`src/rtl/uc_multiciclo.sv`:
```
// uc_multiciclo: multi-cycle main control FSM (FETCH/DECODE/EXEC/MEM/WB) for R-type, lw, sw, addi, beq.
// Ports: clk, rst (sync, active-high); opcode (IR[31:26], sampled in DECODE); mem_ready (memory access done).
// Outputs: pc_write, pc_write_c, iord, er, ew, ir_write, regdst, regwrite, memtoreg, alusrc_a,
//   alusrc_b, aluop, PCSrc, illegal (one-cycle pulse), state (debug). All outputs are 0 while rst=1.
// Build option: define UC_JUMP_EN to decode opcode 000010 (j) into the JUMP state.
module uc_multiciclo #(
  parameter int ALUOP_W = 3,
  parameter logic [ALUOP_W-1:0] ALUOP_ADD = ALUOP_W'(0),
  parameter logic [ALUOP_W-1:0] ALUOP_SUB = ALUOP_W'(1),
  parameter logic [ALUOP_W-1:0] ALUOP_R = ALUOP_W'(2)
) (
  input  logic               clk,
  input  logic               rst,
  input  logic [5:0]         opcode,
  input  logic               mem_ready,
  output logic               pc_write,
  output logic               pc_write_c,
  output logic               iord,
  output logic               er,
  output logic               ew,
  output logic               ir_write,
  output logic               regdst,
  output logic               regwrite,
  output logic               memtoreg,
  output logic               alusrc_a,
  output logic [1:0]         alusrc_b,
  output logic [ALUOP_W-1:0] aluop,
  output logic [1:0]         PCSrc,
  output logic               illegal,
  output logic [3:0]         state
);
  typedef enum logic [3:0] {
    FETCH = 4'd0, DECODE = 4'd1, MEMADR = 4'd2, MEMRD = 4'd3, MEMWB = 4'd4,
    MEMWR = 4'd5, EXEC = 4'd6, ALUWB = 4'd7, BRANCH = 4'd8, ADDIEX = 4'd9,
    ADDIWB = 4'd10, JUMP = 4'd11, ILLEGAL = 4'd12
  } state_t;
  state_t state_q, state_d;
  logic is_sw_q, is_j;
`ifdef UC_JUMP_EN
  assign is_j = opcode == 6'b000010;
`else
  assign is_j = 1'b0;
`endif
  always_comb begin
    state_d = FETCH;
    case (state_q)
      FETCH:  state_d = mem_ready ? DECODE : FETCH;
      DECODE: state_d = opcode == 6'b000000 ? EXEC :
                        (opcode == 6'b100011 || opcode == 6'b101011) ? MEMADR :
                        opcode == 6'b001000 ? ADDIEX :
                        opcode == 6'b000100 ? BRANCH :
                        is_j ? JUMP : ILLEGAL;
      MEMADR: state_d = is_sw_q ? MEMWR : MEMRD;
      MEMRD:  state_d = mem_ready ? MEMWB : MEMRD;
      MEMWR:  state_d = mem_ready ? FETCH : MEMWR;
      EXEC:   state_d = ALUWB;
      ADDIEX: state_d = ADDIWB;
      default: state_d = FETCH;
    endcase
  end
  // Only lw/sw reach MEMADR, so remembering "is sw" is enough to pick the access.
  always_ff @(posedge clk) begin
    if (rst) begin
      state_q <= FETCH;
      is_sw_q <= 1'b0;
    end else begin
      state_q <= state_d;
      if (state_q == DECODE) is_sw_q <= opcode == 6'b101011;
    end
  end
  // Outputs follow the state; rst masks them combinationally so nothing is asserted during reset.
  always_comb begin
    pc_write = 1'b0;
    pc_write_c = 1'b0;
    iord = 1'b0;
    er = 1'b0;
    ew = 1'b0;
    ir_write = 1'b0;
    regdst = 1'b0;
    regwrite = 1'b0;
    memtoreg = 1'b0;
    alusrc_a = 1'b0;
    alusrc_b = 2'd0;
    aluop = ALUOP_ADD;
    PCSrc = 2'd0;
    illegal = 1'b0;
    if (!rst) begin
      case (state_q)
        FETCH: begin
          er = 1'b1;
          alusrc_b = 2'd1;
          ir_write = mem_ready;
          pc_write = mem_ready;
        end
        DECODE: alusrc_b = 2'd3;
        MEMADR: begin
          alusrc_a = 1'b1;
          alusrc_b = 2'd2;
        end
        MEMRD: begin
          er = 1'b1;
          iord = 1'b1;
        end
        MEMWB: begin
          regwrite = 1'b1;
          memtoreg = 1'b1;
        end
        MEMWR: begin
          ew = 1'b1;
          iord = 1'b1;
        end
        EXEC: begin
          alusrc_a = 1'b1;
          aluop = ALUOP_R;
        end
        ALUWB: begin
          regwrite = 1'b1;
          regdst = 1'b1;
        end
        BRANCH: begin
          alusrc_a = 1'b1;
          aluop = ALUOP_SUB;
          pc_write_c = 1'b1;
          PCSrc = 2'd1;
        end
        ADDIEX: begin
          alusrc_a = 1'b1;
          alusrc_b = 2'd2;
        end
        ADDIWB: regwrite = 1'b1;
`ifdef UC_JUMP_EN
        JUMP: begin
          pc_write = 1'b1;
          PCSrc = 2'd2;
        end
`endif
        ILLEGAL: illegal = 1'b1;
        default: ;
      endcase
    end
  end
  assign state = rst ? 4'd0 : state_q;
endmodule

```
`config.mk`:
```
export PLATFORM = sky130hd
export DESIGN_NAME = uc_multiciclo
export DESIGN_NICKNAME = d
export VERILOG_FILES = /design/src/rtl/uc_multiciclo.sv
export SDC_FILE = /design/constraint.sdc
export NUM_CORES = 1
export LEC_CHECK = 0
export ABC_AREA = 1
export CAP_MARGIN = 20
export CORE_MARGIN = 2
export CORE_UTILIZATION = 40
export CTS_CLUSTER_DIAMETER = 50
export DETAILED_ROUTE_END_ITERATION = 8
export PLACE_DENSITY = 0.83
export SYNTH_ARGS = -nofsm -noshare
export SYNTH_HDL_FRONTEND = slang
export SYNTH_SLANG_ARGS = --single-unit
```
`constraint.sdc`:
```
create_clock -name clk -period 2.6 [get_ports clk]
set_clock_uncertainty 0.1 [all_clocks]
set_input_delay 0.65 -clock clk [delete_from_list [all_inputs] [get_ports clk]]
set_output_delay 0.65 -clock clk [all_outputs]
set_load 0.01 [all_outputs]
```
==> results of run 1 <==
[registers in the layout (all words and copies together), names as in the netlist]
signal and cells:
is_sw_q 1, state_q 4
[Yosys cell counts (all sizes together)]
master	n
nor2	30
nand2	25
inv	15
nand3	9
a21oi	5
dfxtp	5
buf	4
nand4	3
clkbuf	2
a211oi	1
a31oi	1
and3	1
conb	1
nor3	1
nor4	1
o21ai	1
[per-layer routing]
metal / routed length [um] / track usage [%] / vias up / part of all wire, %
met5: 0 / 0 / - / 0
met4: 31 / 9.68 / 0 / 2.2
met3: 89 / 1.74 / 3 / 6.3
met2: 714 / 31.6 / 26 / 51
met1: 573 / 17.9 / 321 / 41
li1: - / - / 391 / -
[power by group through the flow]
| stage | clock [uW] | sequential [uW] | combinational [uW] |
|---|---|---|---|
| finish | 89.5 | 90.7 | 119 |
| global route | 95.4 | 91.8 | 132 |
| CTS | 92.8 | 90.2 | 120 |
| detailed placement | 0 | 91.6 | 126 |
| global placement | 0 | 91.3 | 124 |
| floorplan | 0 | 90.3 | 69.0 |
[worst max-delay path: cells and delay by family]
kind	cells	cell delay (ns)
buffers and inverters	3	1.01
AO/OA/AOI/OAI	1	0.13
[through the flow]
stage	util, %	power, uW	TNS, ns	instances
2_1_floorplan	-	159	0	106
3_3_place_gp	67.7	215	-2.85	150
3_5_place_dp	67.7	217	-2.88	150
4_1_cts	69.1	303	0	154
5_1_grt	69.7	319	0	154
6_report	69.7	299	0	154
[worst min-delay path by stage]
stage / cells past startpoint / endpoint / start / slack (ns)
after global placement: 2 / is_sw_q / is_sw_q / 0.43
after CTS: 2 / is_sw_q / is_sw_q / 0.45
final: 2 / is_sw_q / is_sw_q / 0.44
after global routing: 2 / is_sw_q / is_sw_q / 0.47
after floorplan: 2 / is_sw_q / is_sw_q / 0.40
after detailed placement: 2 / is_sw_q / is_sw_q / 0.43
[cell families after synthesis]
kind of cell / share of synthesized area, %
other cells: 0.666
compound gates: 8.45
buf+inv: 16.7
flops: 17.8
simple gates: 56.4
[cell type report]
type,count,area [um2],area share (%)
multi-input combinational,80,375,41.4
timing repair buffer,35,330,36.4
sequential,5,100,11.0
inverter,15,56.3,6.21
clock buffer,4,26.3,2.90
tap,15,18.8,2.07
[repair_timing]
item | 4_1_cts | 5_1_grt
endpoints found under the hold margin | 0 | 0
setup endpoints to repair | 20 | 4
resized for setup | 6 | 4
==> results.json, run 1 <==
{
  "pre_cts_ws_ns": -0.223,
  "overflow": 0,
  "antennaDiodeCount": 0,
  "synth.ff_latch_count": 5,
  "rr_worst_depth": 6,
  "cts.reportedPaths.clkPinSlew_ns": 0.04,
  "fin_area_um2": 907,
  "final_common_cell": "nor2_1",
  "hold_viol_final": 0,
  "period_needed_ns": 2.54,
  "drv_slew": 0,
  "grt_max_degree": 8,
  "dp_hpwl_um": 1250,
  "cts_tree": "done",
  "power_switching_uw": 102,
  "vias": 741,
  "cts-buffers-inserted": 3,
  "rr_startpoint": "state_q[0]",
  "synth_seq_area_share_pct": 17.8,
  "synthTopCellsByArea": "dfxtp_1, nor2_1, nand2_1, inv_1, nand3_1",
  "post_cts_buffers": 0,
  "rows": 13,
  "cp-end-kind": "output port",
  "routed_wl_um": 1410,
  "synth_area_leader_cell": "dfxtp_1",
  "cts_htree_levels": 1,
  "drive_gt1_share_pct": 15.1,
  "worst_hold_slack_ns": 0.444,
  "drc_errors": 0,
  "cp_max_fo": 6,
  "r2r_slack_ns": 1.34,
  "max_freq_ghz": 0.394,
  "r2r-end": "state_q[0]",
  "p_comb_share_pct": 39.8,
  "crit_end": "alusrc_a",
  "top_level_ports": 31,
  "postSynthCellCount": 105,
  "placed_cell_area_um2": 881,
  "leakagePower_uw": 0.000491,
  "cellPowerDensity_nw_per_um2": 330,
  "crit_chain": "dlygate4sd2_1 -> buf_4 -> a31oi_1 -> clkdlybuf4s50_1",
  "grt_pass1_wl_um": 2350,
  "yosys_warnings": 0,
  "wire_per_inst_um": 9.14,
  "worstPathRequired_ns": 1.85,
  "worst_slack_ns": 0.0593,
  "critPathSlowestCell": "clkdlybuf4s50_1",
  "timing.final.crit_share_pct": 97.7,
  "fill_cells": 123,
  "io_buffer_count": 28,
  "arrival_ns": 1.79,
  "dieArea_um2": 1720,
  "postRouteAntennaNets": 0,
  "drt_pre_antenna_iters": 4,
  "crit_start": "rst",
  "clkPwrFrac_pct": 29.9,
  "max-cap-violations": 0,
  "place.gp.congestion": 0.825,
  "coreArea_um2": 1300,
  "die_y_um": 41.5,
  "cts_root_buf": "clkbuf_4",
  "ir_drop_mv": 0.217,
  "viasPerCell": 4.81,
  "hold_buffers": 0,
  "grt_usage_pct": 16.9,
  "drt-initial-drc-count": 11,
  "initial_core_util_pct": 43.3,
  "synth_cell_types": 22,
  "setup.worst_path.start_class": "primary input",
  "num-nets-final": 149,
  "clkSinkCount": 5,
  "die_x_um": 41.5,
  "setup_viol": 0,
  "cts.path.max_buffers": 2,
  "rsz0062_at_grt": "no",
  "clock_latency_ns": 0.24,
  "max_stage_delay_ns": 0.55,
  "mostFrequentLayoutCells": "nor2_1, nand2_1, clkdlybuf4s50_1, inv_1, nand3_1",
  "first_global_vias": 643,
  "seq_power_share_pct": 30.3,
  "critical_path_class": "in2out",
  "status": "finished clean",
  "antenna_found_initial": 0,
  "p_sw_share_pct": 34.2,
  "hold_path_class": "reg2reg",
  "intPower_uw": 197,
  "synth_top_area_share_pct": 17.8,
  "synth_area_um2": 563,
  "syn_area_per_cell_um2": 5.36,
  "area_delta_synth_final_pct": 61.1
}
No activity file was read; power rests on OpenSTA's default activity.
==> run 2: changes to the inputs <==
SLEW_MARGIN = 20   (was not set)
==> results of run 2 <==
Same layout as run 1: the final DEF is identical, and so are final timing and power.
==> run 3: changes to the inputs <==
MAX_ROUTING_LAYER = met4   (was not set)
==> results of run 3 <==
Same layout as run 1: the final DEF is identical, and so are final timing and power.
Main changes from that run: final weighted congestion in routability-driven placement 0.825 -> 0.838; overall routing resource usage 16.9% -> 17.3%
